--- src/rtl/seven_segment_pkg.sv ---
// Shared constants and types for the four-digit seven-segment counter.
package seven_segment_pkg;

    localparam int unsigned SEG_W         = 7;
    localparam int unsigned DIGITS        = 4;
    localparam int unsigned CLK_HZ_DEF    = 32_000_000;
    localparam int unsigned COUNT_DIV_DEF = 32_000;
    localparam int unsigned SCAN_DIV_DEF  = 8_000;

    typedef logic [3:0] bcd_digit_t;

    // Active-high {g,f,e,d,c,b,a}; the display bus is the inverse.
    localparam logic [SEG_W-1:0] SEG_0   = 7'b0111111;
    localparam logic [SEG_W-1:0] SEG_1   = 7'b0000110;
    localparam logic [SEG_W-1:0] SEG_2   = 7'b1011011;
    localparam logic [SEG_W-1:0] SEG_3   = 7'b1001111;
    localparam logic [SEG_W-1:0] SEG_4   = 7'b1100110;
    localparam logic [SEG_W-1:0] SEG_5   = 7'b1101101;
    localparam logic [SEG_W-1:0] SEG_6   = 7'b1111101;
    localparam logic [SEG_W-1:0] SEG_7   = 7'b0000111;
    localparam logic [SEG_W-1:0] SEG_8   = 7'b1111111;
    localparam logic [SEG_W-1:0] SEG_9   = 7'b1101111;
    localparam logic [SEG_W-1:0] SEG_ERR = 7'b1000000;

endpackage

--- src/rtl/bcd_to_segments.sv ---
// Combinational BCD digit to active-low seven-segment pattern; 10-15 show the g-only marker.
module bcd_to_segments
    import seven_segment_pkg::*;
(
    input  bcd_digit_t       bcd_i,
    output logic [SEG_W-1:0] segment_c
);

    logic [SEG_W-1:0] pattern_c;

    always_comb begin
        pattern_c = SEG_ERR;
        case (bcd_i)
            4'd0:    pattern_c = SEG_0;
            4'd1:    pattern_c = SEG_1;
            4'd2:    pattern_c = SEG_2;
            4'd3:    pattern_c = SEG_3;
            4'd4:    pattern_c = SEG_4;
            4'd5:    pattern_c = SEG_5;
            4'd6:    pattern_c = SEG_6;
            4'd7:    pattern_c = SEG_7;
            4'd8:    pattern_c = SEG_8;
            4'd9:    pattern_c = SEG_9;
            default: pattern_c = SEG_ERR;
        endcase
    end

    assign segment_c = ~pattern_c;

endmodule

--- src/rtl/seven_segment_counter.sv ---
// Free-running 0000-9999 BCD counter shown on a multiplexed four-digit display.
module seven_segment_counter
    import seven_segment_pkg::*;
#(
    parameter int unsigned CLK_HZ    = CLK_HZ_DEF,
    parameter int unsigned COUNT_DIV = COUNT_DIV_DEF,
    parameter int unsigned SCAN_DIV  = SCAN_DIV_DEF
) (
    input  logic             clk,
    input  logic             reset_,
    output logic [SEG_W-1:0] segment_,
    output logic [DIGITS-1:0] digit_enable_
);

    localparam int unsigned CNT_W = (COUNT_DIV > 1) ? $clog2(COUNT_DIV) : 1;
    localparam int unsigned SCN_W = (SCAN_DIV > 1) ? $clog2(SCAN_DIV) : 1;

    if (COUNT_DIV == 0 || SCAN_DIV == 0 || CLK_HZ < COUNT_DIV) begin : g_bad_cfg
        $error("seven_segment_counter: invalid divider configuration");
    end

    logic [CNT_W-1:0]        cnt_q, cnt_d;
    logic [SCN_W-1:0]        scn_q, scn_d;
    logic [1:0]              ptr_q, ptr_d;
    bcd_digit_t [DIGITS-1:0] digits_q, digits_d;
    logic [SEG_W-1:0]        seg_q;
    logic [DIGITS-1:0]       en_q;
    logic                    count_tick_c;
    logic                    scan_tick_c;
    logic                    carry_c;
    bcd_digit_t              sel_digit_c;
    logic [SEG_W-1:0]        sel_seg_c;

    // Prescalers and the ripple BCD increment; index 0 is thousands, 3 is units.
    always_comb begin
        count_tick_c = (cnt_q == CNT_W'(COUNT_DIV - 1));
        scan_tick_c  = (scn_q == SCN_W'(SCAN_DIV - 1));
        cnt_d        = count_tick_c ? '0 : cnt_q + CNT_W'(1);
        scn_d        = scan_tick_c  ? '0 : scn_q + SCN_W'(1);
        ptr_d        = scan_tick_c  ? ptr_q + 2'd1 : ptr_q;
        digits_d     = digits_q;
        carry_c      = count_tick_c;
        for (int i = int'(DIGITS) - 1; i >= 0; i--) begin
            if (carry_c) begin
                if (digits_q[i] == 4'd9) begin
                    digits_d[i] = 4'd0;
                end else begin
                    digits_d[i] = digits_q[i] + 4'd1;
                    carry_c     = 1'b0;
                end
            end
        end
        sel_digit_c = digits_q[ptr_q];
    end

    bcd_to_segments u_decode (
        .bcd_i     (sel_digit_c),
        .segment_c (sel_seg_c)
    );

    // Enable and segments load together from the same pointer so they never disagree.
    always_ff @(posedge clk or negedge reset_) begin
        if (!reset_) begin
            cnt_q    <= '0;
            scn_q    <= '0;
            ptr_q    <= 2'd0;
            digits_q <= '0;
            seg_q    <= '1;
            en_q     <= '1;
        end else begin
            cnt_q    <= cnt_d;
            scn_q    <= scn_d;
            ptr_q    <= ptr_d;
            digits_q <= digits_d;
            seg_q    <= sel_seg_c;
            en_q     <= ~(DIGITS'(1) << ptr_q);
        end
    end

    assign segment_      = seg_q;
    assign digit_enable_ = en_q;

endmodule

--- config.mk ---
export PLATFORM = sky130hd
export DESIGN_NAME = seven_segment_counter
export DESIGN_NICKNAME = d
export VERILOG_FILES = /design/src/rtl/seven_segment_pkg.sv /design/src/rtl/bcd_to_segments.sv /design/src/rtl/seven_segment_counter.sv
export SDC_FILE = /design/constraint.sdc
export NUM_CORES = 1
export LEC_CHECK = 0
export CAP_MARGIN = 20
export CORE_ASPECT_RATIO = 1.25
export CORE_MARGIN = 2
export CORE_UTILIZATION = 54
export CTS_CLUSTER_SIZE = 10
export DETAILED_ROUTE_END_ITERATION = 10
export GPL_ROUTABILITY_DRIVEN = 1
export PLACE_DENSITY = 0.82
export SLEW_MARGIN = 30
export SYNTH_ARGS = -nofsm -noshare
export SYNTH_HDL_FRONTEND = slang
export SYNTH_SLANG_ARGS = --single-unit
--- constraint.sdc ---
create_clock -name clk -period 2.12 [get_ports clk]
set_input_delay 0.636 -clock clk [delete_from_list [all_inputs] [get_ports clk]]
set_output_delay 0.636 -clock clk [all_outputs]
set_load 0.05 [all_outputs]
==> results of run 1 <==
==> where the power goes <==
group	total [mW]	internal (mW)	switching (mW)
logic	0.0249	0.00457	0.0203
clock network	1.05	0.607	0.440
registers	1.09	1.09	0
==> sequential cells by signal, summed over array words and instances, names as in the netlist <==
register,flops
digits_q,16
cnt_q,15
scn_q,13
segment_,7
digit_enable_,4
ptr_q,2
==> final cells by class <==
cell class | instances | share of cell area
tap | 62 | 0.0232
clock inverter | 4 | 0.0153
sequential | 57 | 0.431
inverter | 18 | 0.0202
clock buffer | 12 | 0.0464
timing repair buffer | 22 | 0.0524
multi-input combinational | 185 | 0.412
==> layer usage <==
metal  part of all wire  vias up  routed length [um]  global-route usage
met5                  0        -                   0                   0
met4              0.024        0                 129               0.119
met3              0.031       10                 169              0.0494
met2               0.52       31                2830               0.357
met1               0.42     1009                2290               0.219
li1                   -     1007                   -                   -
==> kinds of logic after synthesis <==
| group | after synthesis |
|---|---|
| simple gates | 102 |
| flops | 57 |
| compound gates | 37 |
| xor+xnor | 26 |
| buf+inv | 22 |
| fa+ha+maj | 11 |
| mux | 9 |
==> cells in the mapped netlist, types with 2 or more instances <==
| master | number |
|---|---|
| or3_2 | 2 |
| nand4_1 | 11 |
| dfrtp_1 | 46 |
| dfstp_2 | 11 |
| o22a_1 | 2 |
| inv_1 | 18 |
| nand2_1 | 12 |
| clkbuf_1 | 4 |
| and4_1 | 2 |
| nand3_1 | 10 |
| and3_1 | 3 |
| nor2b_1 | 11 |
| mux4_2 | 5 |
| nand2b_1 | 3 |
| nor3_1 | 7 |
| nor3b_1 | 2 |
| o21ai_0 | 9 |
| o41ai_1 | 2 |
| a21oi_1 | 10 |
| mux2_2 | 3 |
| nor2_1 | 23 |
| nor4_1 | 2 |
| ha_1 | 11 |
| xnor2_1 | 17 |
| o31ai_1 | 6 |
| xor2_1 | 9 |
==> worst max-delay path by stage <==
| stage | to | slack [ns] | cells past startpoint | from |
|---|---|---|---|---|
| floorplan | digits_q[5] | 0.09 | 6 | cnt_q[0] |
| detailed placement | digits_q[5] | 0.13 | 5 | cnt_q[0] |
| finish | digits_q[8] | 0.15 | 5 | cnt_q[0] |
| global route | digits_q[8] | 0.05 | 5 | cnt_q[0] |
| global placement | digits_q[5] | 0.17 | 5 | cnt_q[0] |
| CTS | digits_q[5] | 0.10 | 5 | cnt_q[0] |
==> through the flow <==
stage | instances | worst slack (ns) | hold slack, ns
after floorplan | 264 | 0.0913 | 0.340
after global placement | 344 | 0.170 | 0.465
after detailed placement | 344 | 0.126 | 0.471
after CTS | 360 | 0.104 | 0.299
after global routing | 360 | 0.0504 | 0.317
final | 360 | 0.147 | 0.285
==> cells in the final DEF (no fill, tap or decap), drive strengths merged, types with 12 or more instances in the layout <==
cell type / instances
dfrtp: 46
inv: 18
nand4: 12
nand2: 12
clkbuf: 12
xnor2: 17
nor2: 23
buf: 22
==> timing repair <==
item | in CTS | in global routing
resized for setup | 0 | 1
endpoints found under the setup margin | 0 | 1
hold buffers | 0 | 0
==> flow_metrics.env, run 1 <==
export IMPL_status="completed"
export IMPL_critPathTopFamily="simple AND/OR/NAND/NOR gates"
export IMPL_post_cts_buffers=0
export IMPL_cap_violations=0
export IMPL_ff2ff_path_depth=5
export IMPL_hold_viol_final=0
export IMPL_arrival_ns=2.18
export IMPL_nets=306
export IMPL_routed_wl_um=5420
export IMPL_setup_tns_ns=0
export IMPL_synth_area_leaders="dfrtp_1 (40%), dfstp_2 (10%), xnor2_1 (5.1%)"
export IMPL_dp_hpwl_um=3710
export IMPL_setup_viol=0
export IMPL_critPathKind="flip-flop to flip-flop"
export IMPL_synth_area_leader_cell="dfrtp_1"
export IMPL_synth_area_um2=2900
export IMPL_p_leak_nw=1.48
export IMPL_ys_types=49
export IMPL_grt_pass1_wl_um=9320
export IMPL_fin_crit_ns=1.97
export IMPL_clkTransAtPathRegs_ns=0.06
export IMPL_wl_per_cell_um=15.0
export IMPL_critPathMaxFanout=5
export IMPL_io_buffers=12
export IMPL_irDropWorstVdd_v=0.000435
export IMPL_worstMarginPinSlew_ns=0.338
export IMPL_synth_top_cell_area_share=0.398
export IMPL_grt_pass1_vias=2143
export IMPL_pwr_density_cell_nw_per_um2=646
export IMPL_die_area_um2=5970
export IMPL_slew_limit_headroom=0.772
export IMPL_diodes=0
export IMPL_post_route_util=0.653
export IMPL_drive_above_1_share=0.228
export IMPL_cp_slowest_stage_delay_ns=0.56
export IMPL_async_reset_ff_frac=1.00
export IMPL_place_congestion=0.787
export IMPL_r2r_setup_slack_ns=0.15
export IMPL_area_growth_pct=15.5
export IMPL_clock_sinks=57
export IMPL_viasPerCell=5.71
export IMPL_cts_max_path_buffers=2
export IMPL_worstSetupStartpointType="flip-flop"
export IMPL_drt_iter0_drc=142
export IMPL_overflow=0
export IMPL_synth_simple_area_share=0.211
export IMPL_post_synth_cell_area_avg_um2=11.0
export IMPL_cts_tree="yes"
export IMPL_slew_viol_final=0
export IMPL_multiInputGateArea_um2=1380
export IMPL_placed_area_um2=3130
export IMPL_grt_usage=0.202
export IMPL_cpMaxStageDelayCell="or4b_4"
export IMPL_fin_total_pwr_mw=2.16
export IMPL_cts_buffers=9
export IMPL_die_width_um=69.5
export IMPL_final_setup_skew_ns=0.00942
export IMPL_yosys_warnings=0
export IMPL_cts_root_buf="clkbuf_8"
export IMPL_seq_area_frac_synth=0.497
export IMPL_syn_nets=277
export IMPL_io_pins=13
export IMPL_min_path_type="primary input to async pin"
export IMPL_r2r_end="digits_q[8]"
export IMPL_critPathBufInv=0
export IMPL_finalInstanceArea_um2=3340
export IMPL_worstPathCellList="ha_1 > nand3_2 > or4b_4 > or3b_1 > xnor2_1"
export IMPL_muxShareOfSynthArea=0.0540
export IMPL_synth_edf_count=0
export IMPL_synth_top_family_by_area="simple AND/OR/NAND/NOR gates"
export IMPL_synth_xor_area_frac=0.0787
export IMPL_detail_route_antenna_nets=0
export IMPL_antenna_found_initial=0
export IMPL_fin_crit_sh=0.931
export IMPL_fillCellCount=386
export IMPL_core_um2=5120
export IMPL_clkLatencyLatePin_ns=0.33
export IMPL_htree_num_levels=3
export IMPL_synth_seq_cells=57
export IMPL_drc=0
export IMPL_rsz0062_at_grt="false"
export IMPL_timing_fmax_mhz=507
export IMPL_first_pass_iters=4
export IMPL_start_util=0.566
export IMPL_synth_compound_area_frac=0.0825
export IMPL_worst_setup_path_end_kind="flip-flop"
export IMPL_fp_dieH_um=85.9
export IMPL_critPathRequiredTime_ns=2.33
export IMPL_num_rows=29
export IMPL_synth_ff_type="dfrtp_1"
export IMPL_grt_max_degree=58
export IMPL_synth_cells=264
export IMPL_num_vias=2057
export IMPL_final_seq_area_um2=1440
export IMPL_rr_startpoint="cnt_q[0]"
export IMPL_synth_adder_area_share=0.0475
Note: power is estimated with default switching activity, not from simulation.
==> run 2, diff against run 1 <==
Settings changed: CTS_CLUSTER_SIZE 10 to 30, GPL_TIMING_DRIVEN set to 0.
==> flow_metrics.env, run 2 (synthesized netlist as in run 1, its figures left out) <==
export IMPL_overflow=0
export IMPL_clkLatencyLatePin_ns=0.34
export IMPL_wl_per_cell_um=15.3
export IMPL_fin_ws_ns=0.107
export IMPL_drt_iter0_drc=197
export IMPL_status="completed"
export IMPL_grt_max_degree=44
export IMPL_critPathRequiredTime_ns=1.48
export IMPL_first_pass_iters=6
export IMPL_layout_common_cells="dfrtp_1 (45), nor2_1 (23), inv_1 (18), xnor2_1 (17), nand2_1 (12)"
export IMPL_top_register="digits_q"
export IMPL_reg_largest_list="digits_q: 16 flops, cnt_q: 15 flops, scn_q: 13 flops"
export IMPL_num_rows=29
export IMPL_ctsHoldBuffers=0
export IMPL_core_um2=5120
export IMPL_worstPathCellList="dlygate4sd2_1"
export IMPL_worst_setup_path_end_kind="output port"
export IMPL_cts_tree="yes"
export IMPL_fin_crit_ns=2.01
export IMPL_cap_violations=0
export IMPL_fin_total_pwr_mw=2.19
export IMPL_pwr_density_cell_nw_per_um2=654
export IMPL_worstSetupStartpointType="flip-flop"
export IMPL_place_congestion=0.769
export IMPL_io_buffers=12
export IMPL_p_leak_nw=1.49
export IMPL_fp_dieH_um=85.9
export IMPL_critPathMaxFanout=1
export IMPL_nets=300
export IMPL_fin_cells=354
export IMPL_cts_max_path_buffers=2
export IMPL_drive_above_1_share=0.185
export IMPL_diodes=0
export IMPL_viasPerCell=5.81
export IMPL_timing_fmax_mhz=497
export IMPL_grt_pass1_vias=1982
export IMPL_slew_limit_headroom=0.608
export IMPL_grt_usage=0.203
export IMPL_grt_pass1_wl_um=9420
export IMPL_arrival_ns=1.38
export IMPL_io_pins=13
export IMPL_routed_wl_um=5400
export IMPL_largest_reg_flops=16
export IMPL_worstMarginPinSlew_ns=0.579
export IMPL_min_path_type="primary input to async pin"
export IMPL_hold_viol_final=0
export IMPL_fillCellCount=378
export IMPL_slew_viol_final=0
export IMPL_fin_crit_sh=0.949
export IMPL_start_util=0.566
export IMPL_place_inst=339
export IMPL_detail_route_antenna_nets=0
export IMPL_dp_hpwl_um=3650
export IMPL_cpMaxStageDelayCell="dfstp_2"
export IMPL_place_ws_ns=-0.171
export IMPL_cts_buffers=9
export IMPL_die_width_um=69.5
export IMPL_area_growth_pct=15.8
export IMPL_clock_sinks=57
export IMPL_antenna_found_initial=0
export IMPL_irDropWorstVdd_v=0.000402
export IMPL_num_vias=2057
export IMPL_final_common_cell="dfrtp_1"
export IMPL_setup_viol=0
export IMPL_die_area_um2=5970
export IMPL_clkTransAtPathRegs_ns=0.07
export IMPL_drc=0
export IMPL_critPathTopFamily="flip-flops"
export IMPL_htree_num_levels=3
export IMPL_critPathKind="flip-flop to output port"
export IMPL_final_setup_skew_ns=0.0101
export IMPL_critPathBufInv=1
export IMPL_cts_root_buf="clkbuf_8"
export IMPL_cp_slowest_stage_delay_ns=0.52
run 2: cell types whose count changed in the layout (fill, tap and decap cells not counted), moves of 2 or more:
cell,before,now
buf_4,20,2
dlygate4sd2_1,0,11
clkinv_2,1,3
clkbuf_8,11,9
run 2: power by group:
group / total, mW / leakage (nW) / switching, mW / internal, mW
sequential: 1.09 / 0.728 / 0 / 1.09
combinational: 0.0254 / 0.656 / 0.0203 / 0.00503
clock: 1.08 / 0.106 / 0.423 / 0.655
run 2: worst reg2reg max path: stages, from the launching register on:
cell and delay, ns:
dfrtp_2 0.40, ha_2 0.22, nand3_4 0.16, or4b_4 0.58, or3b_1 0.41, xnor2_1 0.13
run 2: final timing paths:
check                            startpoint               end  slack (ns)  cells past startpoint
min reg2reg                       cnt_q[13]         cnt_q[13]        0.47                      1
min                                  reset_      digits_q[13]        0.15                      1
max                        digit_enable_[1]  digit_enable_[1]        0.11                      1
min in group clk                  cnt_q[13]         cnt_q[13]        0.47                      1
max reg2reg                        cnt_q[0]       digits_q[8]        0.11                      5
max in group asynchronous            reset_  digit_enable_[2]        1.43                      2
run 2: repair_timing:
item                       4_1_cts  5_1_grt
setup buffers                    1        0
pin swaps                        1        0
hold endpoints to repair         0        0
resized for setup               14        7
setup endpoints to repair       17       10
run 2: per-stage QoR:
step / TNS [ns] / util / instance area (um2) / hold slack (ns)
after CTS: -0.0105 / 0.651 / 3330 / 0.153
after global placement: -67.59 / 0.605 / 3090 / 0.462
after floorplan: 0 / - / 2900 / 0.340
after global routing: -0.00390 / 0.655 / 3350 / 0.149
after detailed placement: -0.552 / 0.608 / 3110 / 0.460
final: 0 / 0.655 / 3350 / 0.153
run 2: routing by layer:
metal  GRT usage  vias up  part of all wire
li1            -      986                 -
met3      0.0494       18             0.042
met4       0.109        0             0.028
met2       0.322       52              0.49
met1       0.259     1001              0.44
met5           0        -                 0
run 2: cell type report:
class	instances	area, um2	area share
Tap cell	62	77.6	0.0231
Timing Repair Buffer	14	131	0.0392
Clock inverter	6	82.6	0.0246
Multi-Input combinational cell	185	1420	0.422
Sequential cell	57	1440	0.430
Clock buffer	10	128	0.0381
Inverter	18	67.6	0.0202
Buffer	2	8.76	0.00261
==> run 3, diff against run 2 <==
Settings changed: ABC_CLOCK_PERIOD_IN_PS set to 2120, CORE_ASPECT_RATIO 1.25 to 0.75, CORE_UTILIZATION 54 to 35, PLACE_DENSITY 0.82 to 0.6.
==> flow_metrics.env, run 3 (synthesized netlist as in run 1, its figures left out) <==
export IMPL_reg_largest_list="digits_q: 16 flops, cnt_q: 15 flops, scn_q: 13 flops"
export IMPL_critPathRequiredTime_ns=2.34
export IMPL_grt_pass1_vias=1950
export IMPL_worstPathCellList="nand4_1 > or4b_4 > or3b_1 > xnor2_1"
export IMPL_die_area_um2=9020
export IMPL_slew_viol_final=0
export IMPL_grt_usage=0.147
export IMPL_nets=302
export IMPL_viasPerCell=5.15
export IMPL_core_um2=7950
export IMPL_rsz0062_at_grt="true"
export IMPL_place_inst=382
export IMPL_timing_fmax_mhz=489
export IMPL_fp_dieH_um=82.8
export IMPL_fin_crit_ns=2.04
export IMPL_cp_slowest_stage_delay_ns=0.61
export IMPL_num_rows=28
export IMPL_placed_area_um2=3160
export IMPL_drc=0
export IMPL_overflow=0
export IMPL_pwr_density_cell_nw_per_um2=645
export IMPL_worstMarginPinSlew_ns=0.644
export IMPL_hold_viol_final=0
export IMPL_grt_max_degree=35
export IMPL_final_seq_area_um2=1440
export IMPL_min_path_type="primary input to async pin"
export IMPL_slew_limit_headroom=0.568
export IMPL_fin_cells=399
export IMPL_die_width_um=109
export IMPL_clock_sinks=57
export IMPL_worstSetupStartpointType="flip-flop"
export IMPL_cts_max_path_buffers=2
export IMPL_routed_wl_um=5770
export IMPL_cpMaxStageDelayCell="or4b_4"
export IMPL_antenna_found_initial=0
export IMPL_p_leak_nw=1.50
export IMPL_cts_tree="yes"
export IMPL_final_common_cell="dfrtp_1"
export IMPL_cts_root_buf="clkbuf_8"
export IMPL_first_pass_iters=4
export IMPL_clkLatencyLatePin_ns=0.34
export IMPL_finalInstanceArea_um2=3430
export IMPL_setup_viol=0
export IMPL_diodes=0
export IMPL_top_register="digits_q"
export IMPL_dp_hpwl_um=3770
export IMPL_critPathKind="flip-flop to flip-flop"
export IMPL_critPathMaxFanout=6
export IMPL_htree_num_levels=3
export IMPL_arrival_ns=2.26
export IMPL_cap_violations=0
export IMPL_worst_setup_path_end_kind="flip-flop"
export IMPL_drt_iter0_drc=165
export IMPL_largest_reg_flops=16
export IMPL_irDropWorstVdd_v=0.000337
export IMPL_clkTransAtPathRegs_ns=0.07
export IMPL_drive_above_1_share=0.190
export IMPL_cts_buffers=9
export IMPL_start_util=0.364
export IMPL_ctsHoldBuffers=0
export IMPL_status="completed"
export IMPL_wl_per_cell_um=14.5
export IMPL_setup_tns_ns=0
export IMPL_final_setup_skew_ns=0.00707
export IMPL_multiInputGateArea_um2=1420
export IMPL_layout_common_cells="dfrtp_1 (44), nor2_1 (23), inv_1 (18), xnor2_1 (17), nand2_1 (12)"
export IMPL_fillCellCount=733
export IMPL_grt_pass1_wl_um=9910
export IMPL_num_vias=2054
export IMPL_io_pins=13
export IMPL_area_growth_pct=18.4
export IMPL_fin_crit_sh=0.964
export IMPL_io_buffers=12
export IMPL_place_congestion=0.788
export IMPL_detail_route_antenna_nets=0
## run 3: final timing paths
check	start	depth (start not counted)	endpoint	slack, ns
min in group clk	cnt_q[0]	1	cnt_q[0]	0.49
setup reg to reg	cnt_q[10]	4	digits_q[8]	0.08
setup / recovery	cnt_q[10]	4	digits_q[8]	0.08
hold reg to reg	cnt_q[0]	1	cnt_q[0]	0.49
hold / removal	reset_	1	cnt_q[10]	0.19
max in group asynchronous	reset_	2	segment_[0]	1.36
## run 3: final cells by class
| type | instances | share of cell area |
|---|---|---|
| buffer | 2 | 0.00219 |
| sequential | 57 | 0.421 |
| clock inverter | 6 | 0.0241 |
| clock buffer | 10 | 0.0372 |
| tap | 105 | 0.0383 |
| timing repair buffer | 16 | 0.0427 |
| inverter | 18 | 0.0197 |
| multi-input combinational | 185 | 0.415 |
## run 3: what timing repair did
| action | in CTS | in global routing |
|---|---|---|
| setup buffers | 0 | 3 |
| endpoints found under the setup margin | 18 | 8 |
| gates resized for setup | 17 | 5 |
| pin swaps | 1 | 1 |
## run 3: where the power goes
part	internal (mW)	switching (mW)	leakage [nW]	total, mW
Sequential	1.09	0	0.726	1.09
Combinational	0.00498	0.0216	0.665	0.0265
Clock	0.655	0.442	0.106	1.10
Total	1.75	0.463	1.50	2.21
## run 3: routing by layer
metal / vias up / routed length [um] / track usage
met1: 1030 / 3040 / 0.206
met5: - / 0 / 0
li1: 987 / - / -
met4: 0 / 87 / 0.0577
met3: 5 / 205 / 0.0526
met2: 32 / 2440 / 0.204
## run 3: through the flow
step                power, mW  hold slack [ns]   util  setup WS [ns]
finish                   2.21            0.192  0.431         0.0754
global route             2.31            0.179  0.431        -0.0458
floorplan                1.11            0.340      -         0.0913
detailed placement       1.14            0.481  0.398         -0.199
global placement         1.13            0.461  0.396          -1.40
CTS                      2.24            0.192  0.426         0.0107
## run 3: worst max-delay path: cells and delay by family (launching register included)
kind                      cells  cell delay, ns
DFF                           1            0.44
xor gates and xnor gates      1            0.13
and+or+nand+nor               3            1.35
